===== src/rtl/timer_irq_unit.sv =====
// timer_irq_unit: memory-mapped down-counting timer with a prescaler and a
// level interrupt. It sits beside data RAM on the core's data-memory port.
// Reads are combinational. Writes land at the clock edge where hit & memwrite.
// nIRQ is a registered, active-low copy of (PEND & IE).
//
// Register window (16 bytes at BASE_ADDR, selected by memaddr[3:2]):
//   0x0 CTRL   : [0] EN, [1] RELOAD, [2] IE, [8 +: PRESC_W] PRESC
//   0x4 LOAD   : reload value
//   0x8 COUNT  : current count (read/write)
//   0xC STATUS : [0] PEND, write-1-to-clear
//
// PRESC_W must not exceed 24 so that PRESC fits inside the 32-bit CTRL word.

module timer_irq_unit #(
    parameter logic [31:0] BASE_ADDR = 32'hFFFF_0000,
    parameter int          PRESC_W   = 8
) (
    input  logic        clk,
    input  logic        reset,
    input  logic [31:0] memaddr,
    input  logic        memwrite,
    input  logic        memread,
    input  logic [3:0]  be,
    input  logic [31:0] writedata,
    output logic [31:0] readdata,
    output logic        hit,
    output logic        nIRQ
);

    localparam logic [1:0] SEL_CTRL   = 2'd0;
    localparam logic [1:0] SEL_LOAD   = 2'd1;
    localparam logic [1:0] SEL_COUNT  = 2'd2;
    localparam logic [1:0] SEL_STATUS = 2'd3;

    // ------------------------------------------------------------------
    // Architectural state
    // ------------------------------------------------------------------
    logic               r_en;
    logic               r_reload;
    logic               r_ie;
    logic [PRESC_W-1:0] r_presc;
    logic [31:0]        r_load;
    logic [31:0]        r_count;
    logic               r_pend;
    logic [PRESC_W-1:0] r_pcnt;
    logic               r_nirq;

    // ------------------------------------------------------------------
    // Address decode and write qualification
    // ------------------------------------------------------------------
    logic [1:0]  w_sel;
    logic        w_wr;
    logic        w_wr_ctrl;
    logic        w_wr_load;
    logic        w_wr_count;
    logic        w_wr_status;
    logic [31:0] w_lane_mask;

    // Reads have no side effects, so the read strobe and byte offset carry no
    // information for this block.
    logic w_unused;
    assign w_unused = ^{memread, memaddr[1:0]};

    assign hit         = (memaddr[31:4] == BASE_ADDR[31:4]);
    assign w_sel       = memaddr[3:2];
    assign w_wr        = hit & memwrite;
    assign w_wr_ctrl   = w_wr && (w_sel == SEL_CTRL);
    assign w_wr_load   = w_wr && (w_sel == SEL_LOAD);
    assign w_wr_count  = w_wr && (w_sel == SEL_COUNT);
    assign w_wr_status = w_wr && (w_sel == SEL_STATUS);

    // Expand the byte enables into a bit mask, one byte lane per enable bit.
    generate
        for (genvar gi = 0; gi < 4; gi++) begin : g_lane_mask
            assign w_lane_mask[8*gi +: 8] = {8{be[gi]}};
        end
    endgenerate

    // ------------------------------------------------------------------
    // Read-side views of each register
    // ------------------------------------------------------------------
    logic [31:0] w_ctrl_rd;
    logic [31:0] w_status_rd;

    // Pack the CTRL fields into their bus positions; unused bits read 0.
    always_comb begin
        w_ctrl_rd                = '0;
        w_ctrl_rd[0]             = r_en;
        w_ctrl_rd[1]             = r_reload;
        w_ctrl_rd[2]             = r_ie;
        w_ctrl_rd[8 +: PRESC_W]  = r_presc;
    end

    assign w_status_rd = {31'd0, r_pend};

    // ------------------------------------------------------------------
    // Byte-lane merge of write data with current contents
    // ------------------------------------------------------------------
    logic [31:0] w_ctrl_merged;
    logic [31:0] w_load_merged;
    logic [31:0] w_count_merged;
    logic        w_w1c;

    assign w_ctrl_merged  = (w_ctrl_rd & ~w_lane_mask) | (writedata & w_lane_mask);
    assign w_load_merged  = (r_load    & ~w_lane_mask) | (writedata & w_lane_mask);
    assign w_count_merged = (r_count   & ~w_lane_mask) | (writedata & w_lane_mask);
    // PEND lives in lane 0, so only be[0] can clear it.
    assign w_w1c          = w_wr_status & be[0] & writedata[0];

    // ------------------------------------------------------------------
    // Prescaler tick and expiry detection
    // ------------------------------------------------------------------
    logic w_tick;
    logic w_count_zero;
    logic w_expire;

    assign w_tick       = r_en && (r_pcnt == r_presc);
    assign w_count_zero = (r_count == 32'd0);
    assign w_expire     = w_tick && w_count_zero;

    // ------------------------------------------------------------------
    // Combinational read data
    // ------------------------------------------------------------------
    // Select the addressed register; anything outside the window reads 0.
    always_comb begin
        readdata = '0;
        if (hit) begin
            case (w_sel)
                SEL_CTRL:   readdata = w_ctrl_rd;
                SEL_LOAD:   readdata = r_load;
                SEL_COUNT:  readdata = r_count;
                SEL_STATUS: readdata = w_status_rd;
                default:    readdata = '0;
            endcase
        end
    end

    // ------------------------------------------------------------------
    // Sequential state
    // ------------------------------------------------------------------

    // CTRL fields: CPU writes win; otherwise a one-shot expiry drops EN.
    always_ff @(posedge clk) begin
        if (reset) begin
            r_en     <= 1'b0;
            r_reload <= 1'b0;
            r_ie     <= 1'b0;
            r_presc  <= '0;
        end else if (w_wr_ctrl) begin
            r_en     <= w_ctrl_merged[0];
            r_reload <= w_ctrl_merged[1];
            r_ie     <= w_ctrl_merged[2];
            r_presc  <= w_ctrl_merged[8 +: PRESC_W];
        end else if (w_expire && !r_reload) begin
            r_en     <= 1'b0;
        end
    end

    // Prescaler phase: restarts on any CTRL write, free-runs while enabled.
    always_ff @(posedge clk) begin
        if (reset) begin
            r_pcnt <= '0;
        end else if (w_wr_ctrl) begin
            r_pcnt <= '0;
        end else if (r_en) begin
            if (w_tick) begin
                r_pcnt <= '0;
            end else begin
                r_pcnt <= r_pcnt + PRESC_W'(1);
            end
        end
    end

    // LOAD only changes on a CPU write; an expiry in the same cycle sees the old value.
    always_ff @(posedge clk) begin
        if (reset) begin
            r_load <= '0;
        end else if (w_wr_load) begin
            r_load <= w_load_merged;
        end
    end

    // COUNT: CPU write beats the tick; on a tick, decrement or handle expiry.
    always_ff @(posedge clk) begin
        if (reset) begin
            r_count <= '0;
        end else if (w_wr_count) begin
            r_count <= w_count_merged;
        end else if (w_tick) begin
            if (!w_count_zero) begin
                r_count <= r_count - 32'd1;
            end else if (r_reload) begin
                r_count <= r_load;
            end else begin
                r_count <= 32'd0;
            end
        end
    end

    // PEND: expiry sets it, and a set in the same cycle beats a W1C.
    always_ff @(posedge clk) begin
        if (reset) begin
            r_pend <= 1'b0;
        end else if (w_expire) begin
            r_pend <= 1'b1;
        end else if (w_w1c) begin
            r_pend <= 1'b0;
        end
    end

    // Interrupt output: registered copy of the masked pending flag.
    always_ff @(posedge clk) begin
        if (reset) begin
            r_nirq <= 1'b1;
        end else begin
            r_nirq <= ~(r_pend & r_ie);
        end
    end

    assign nIRQ = r_nirq;

endmodule


===== config.mk =====
export PLATFORM = sky130hd
export DESIGN_NAME = timer_irq_unit
export DESIGN_NICKNAME = d
export VERILOG_FILES = /design/src/rtl/timer_irq_unit.sv
export SDC_FILE = /design/constraint.sdc
export NUM_CORES = 1
export LEC_CHECK = 0
export ABC_AREA = 0
export CAP_MARGIN = 10
export CORE_MARGIN = 2
export CORE_UTILIZATION = 58
export CTS_BUF_LIST = sky130_fd_sc_hd__clkbuf_8
export DETAILED_ROUTE_END_ITERATION = 6
export GPL_TIMING_DRIVEN = 0
export PLACE_DENSITY_LB_ADDON = 0.3
export SETUP_SLACK_MARGIN = 0.2
export SLEW_MARGIN = 20
export SYNTH_ARGS = -nofsm -noshare
export SYNTH_HDL_FRONTEND = slang
export SYNTH_SLANG_ARGS = --single-unit
export TNS_END_PERCENT = 1

===== constraint.sdc =====
create_clock -name clk -period 11.7 [get_ports clk]
set_clock_uncertainty 0.15 [all_clocks]
set_input_delay 3.51 -clock clk [delete_from_list [all_inputs] [get_ports clk]]
set_output_delay 3.51 -clock clk [all_outputs]
set_load 0.01 [all_outputs]

# == Yosys cells after proc, flatten, opt, wreduce, memory -nomap -nowiden ==
# Index checks and enable logic that the tools add are counted.
# totals
regBits,85
latchBits,0
ram_bits,0
rom_bits,0
input_bits,72
output_inout_bits,34
wordCells,54
mem_count,0
# classes
addsub,2
mul,0
div,0
n_lt_le_gt_ge,0
eq_ne,5
shift,0
n_mux,11
n_bitwise,13
n_reduce_logical,14
# ops
operator,n
32-bit two-way mux,5
32-bit one-hot mux with 4 select lines,1
32-bit AND,3
32-bit bitwise OR,2
32-bit zero test,1
32-bit inverter,1
32-bit by 1-bit subtractor with 32-bit output (second input constant),1
28-bit == test (second input constant),1
16-bit AND,1
16-bit bitwise OR,1
8-bit by 1-bit adder with 8-bit output (second input constant),1
8-bit == test,1
8-bit two-way mux,1
1-bit logical AND,7
2-bit nonzero test,3
1-bit AND,4
2-bit == test (second input constant),2
1-bit two-way mux,4
2-bit by 1-bit == test with 1-bit output (second input constant),1
2-bit zero test,1
2-bit OR reduction,1
1-bit zero test,1
1-bit inverter,1

# == Logic depth before layout (Yosys ltp) ==
# depth
depth_word,7
depth_mapped,10
depth_no_buf,8

# == Least setup slack after synthesis ==
# OpenSTA, ideal clock, no wires.
# synth_timing
kind,input to output
startpoint,input port memaddr[13]
endpoint,output port readdata[0]
t_arrival_ps,5145
required_ps,8040
setup_slack_ps,2895
path_stages,7
path_buffers,2
path_cell_list,nor4b_1 > nand4_1 > or3_1 > clkbuf_1 > inv_1 > buf_1 > and2_1
# synth_between
elab_chain_len,2
# synth_lines
item,line_no,rtl
start: declaration,20,"input logic [31:0] memaddr,"
28-bit == test,64,assign hit = (memaddr[31:4] == BASE_ADDR[31:4]);
via hit,26,"output logic hit,"
32-bit two-way mux,127,if (hit) begin
end: declaration,25,"output logic [31:0] readdata,"
# The timed path passes the listed nets, and every way through them passes these cells.

# == Final worst setup path ==
# layout_timing
startpoint,input port memaddr[13]
endpoint,output port readdata[0]
# layout_between
elab_chain_len,2
# layout_lines
item,line_no
28-bit == test,64
32-bit two-way mux,127
# Every way passes these cells.

==> flow_summary_export.csv <==
group,metric,value,unit
layout,nets,893,
synthesis,yosys.area_share.simple,28.4,%
clocking,cts_root_buf,"clkbuf_8",
clocking,cts-buffers-inserted,9,
grt,grt_pass1_vias,5846,
synthesis,synth-edff-count,0,
worst_setup_path,crit_start,"memaddr[13]",
clocking,clock_path_buffers,2,
clocking,hold_buffers,0,
layout,final_util,76.2,%
min_path,worst_hold_path_type,"reg2reg",
clocking,cts_max_level,3,
power_and_ir_drop,p_int,0.000431,W
power_and_ir_drop,leakagePower,2.43,nW
clocking,cts_setup_buffers,0,
clocking,tritoncts,"yes",
worst_setup_path,critPathCapture,"readdata[0]",
worst_setup_path,cp-start-kind,"primary input",
place,gp_congestion,1.00,
worst_setup_path,worstPathRequired,8040,ps
layout,finalNonFillerCells,931,
layout,final_cell_mix,"nand2_1, clkdlybuf4s50_1, nor2_1, dfxtp_1, a21oi_1",
layout,final_common_cell,"nand2_1",
synthesis,synth_fa_ha_area_share,0.704,%
grt,grt_max_degree,14,
synthesis,synth.area.top_cells,"dfxtp_1, nand2_1, a21oi_1, mux2i_1, nor2_1",
timing,post-route-min-period,10170,ps
timing,layout_worst_path_cycle_share,86.9,%
synthesis,synth_top_family_by_area,"simple AND/OR/NAND/NOR gates",
worst_setup_path,regToRegSetupSlack,8310,ps
floorplan,dieHeight,99.9,um
synthesis,ys_seq_area_share,31.9,%
timing,slew_headroom,41.3,%
synthesis,postSynthAreaPerCell,7.57,sq um
timing,drv_slew,0,
timing,final.setup.tns,0,ps
synthesis,syn_nets,780,
power_and_ir_drop,finalPower,0.000565,W
power_and_ir_drop,power.density,84.1,nW/um^2
synthesis,synth-async-reset-ratio,0,%
routing,via_count,6081,
timing,setup_viol,0,
clocking,postCtsResizedCells,0,
synthesis,netlist_area,5330,sq um
floorplan,die_w,99.9,um
timing,fin_ws,1530,ps
synthesis,synth_area_leader_cell,"dfxtp_1",
power_and_ir_drop,comb_power_share,8.4,%
synthesis,synth_cell_type_count,64,
place,port_buffers,101,
job,maxCapViolations,0,
grt,track_usage,37.6,%
power_and_ir_drop,clockPowerShare,40.4,%
routing,wl_per_cell,20.5,um
layout,layout-drive-gt1-share,5.71,%
grt,overflow,0,
clocking,clk_pin_slew,80,ps
timing,worst_slew_pin_slew,874,ps
place,dpl.hpwl,13900,um
worst_setup_path,endpoint_kind,"primary output",
routing,ant_nets,0,
routing,post-route-drc-count,0,
synthesis,ys.warnings.count,0,
power_and_ir_drop,irDropWorstVdd,64.6,uV
clocking,cts.sinks,85,
power_and_ir_drop,seq_power_share,51.2,%
place,placed_cells,915,
timing,rsz0062_at_grt,"false",
worst_setup_path,cp.arrival,6510,ps
clocking,clock_latency,360,ps
routing,via_per_inst,6.53,
floorplan,initial_core_util,60.6,%
layout,area_growth,25.9,%
timing,timing_hold_violations_final,0,
synthesis,synthXorXnorAreaFrac,5.75,%
synthesis,synth_top_area_share,31.9,%
timing,fmax,98.3,MHz
grt,antenna_found_initial,0,
floorplan,top_level_ports,106,
worst_setup_path,r2r-end,"r_en",
floorplan,fp-row-count,34,
place,dp_slack,1520,ps
synthesis,synth_compound_area_share,20.4,%
worst_setup_path,path_class,"in2out",
synthesis,synth-seq-cells,85,
worst_setup_path,r2r_cells,8,
worst_setup_path,critPathMaxFanout,10,
power_and_ir_drop,swShare,23.7,%
floorplan,die_area,9980,sq um
layout,num_antenna_cells,0,
run_status,status,"finished clean",
synthesis,synthCells,705,
synthesis,synth_ff_type,"dfxtp_1",
routing,initialDrtViolationCount,674,
synthesis,synth.area.mux_share,7.27,%
power_and_ir_drop,switchingPower,0.000134,W
routing,dr.pass1.iters,7,
routing,wirelength,19100,um
grt,grt_pass1_wl,29600,um
floorplan,core_area,8810,sq um
==> critical path: stages <==
cell and delay [ps]:
clkdlybuf4s50_1 390, nor4b_1 300, nand4_1 190, or3_1 400
clkbuf_1 230, inv_1 250, buf_1 440, and2_1 220
clkdlybuf4s50_1 560
==> routing by layer <==
layer / global-route usage (%) / share of wire (%)
met2: 58.4 / 44
met4: 15.7 / 3.5
met3: 10.9 / 13
met1: 49.2 / 39
met5: 0 / 0
==> worst min-delay path by stage <==
stage | startpoint | end | slack [ps] | cells after the start
after floorplan | r_pend | nIRQ | 230 | 1
after global placement | r_pend | nIRQ | 260 | 1
after CTS | r_pend | nIRQ | 290 | 1
after detailed placement | r_pend | nIRQ | 270 | 1
final | r_pend | nIRQ | 290 | 1
after global routing | r_pend | nIRQ | 310 | 1
==> power by group through the flow <==
stage	logic [W]	clock network, W	registers (W)
after floorplan	0.0000126	0	0.000296
after detailed placement	0.0000461	0	0.000296
after global placement	0.0000460	0	0.000296
final	0.0000477	0.000228	0.000289
after global routing	0.0000492	0.000240	0.000289
after CTS	0.0000464	0.000227	0.000289
==> cell families (layout without fill, tap and decap cells) <==
family,count (synthesis),in the layout
xor+xnor,35,35
mux,37,37
compound gates,169,169
flops,85,85
simple gates,313,313
buf+inv,63,181
fa+ha+maj,3,3
==> area by class of cell <==
type | instances | area [sq um]
fill | 677 | 2090
inverter | 7 | 26.3
tap | 108 | 135
clock buffer | 9 | 124
buffer | 56 | 272
sequential | 85 | 1700
timing repair buffer | 102 | 1020
clock inverter | 7 | 83.8
multi-input combinational | 557 | 3360
==> through the flow <==
stage	instance area, sq um	hold WS (ps)
6_report	6710	289
2_1_floorplan	5330	228
3_3_place_gp	6480	260
4_1_cts	6710	286
3_5_place_dp	6500	268
5_1_grt	6710	313
==> Yosys cell counts (all sizes together), types with 3 or more instances <==
library cell / instances
nor4: 17
a21oi: 72
or2: 3
a22oi: 22
a31o: 5
xnor2: 17
o31ai: 3
clkbuf: 45
o211ai: 3
a222oi: 3
or3: 8
mux2: 4
o21bai: 3
o21ai: 14
nand4: 21
nor3: 24
inv: 7
nand2: 106
nor2b: 4
mux2i: 32
a211oi: 12
a31oi: 7
a221oi: 3
buf: 8
dfxtp: 85
o41ai: 4
nor2: 85
and3: 4
a32o: 5
and4: 6
ha: 3
a21o: 4
or4: 5
xor2: 18
nand3: 18
No activity file was read; power rests on OpenSTA's default activity.
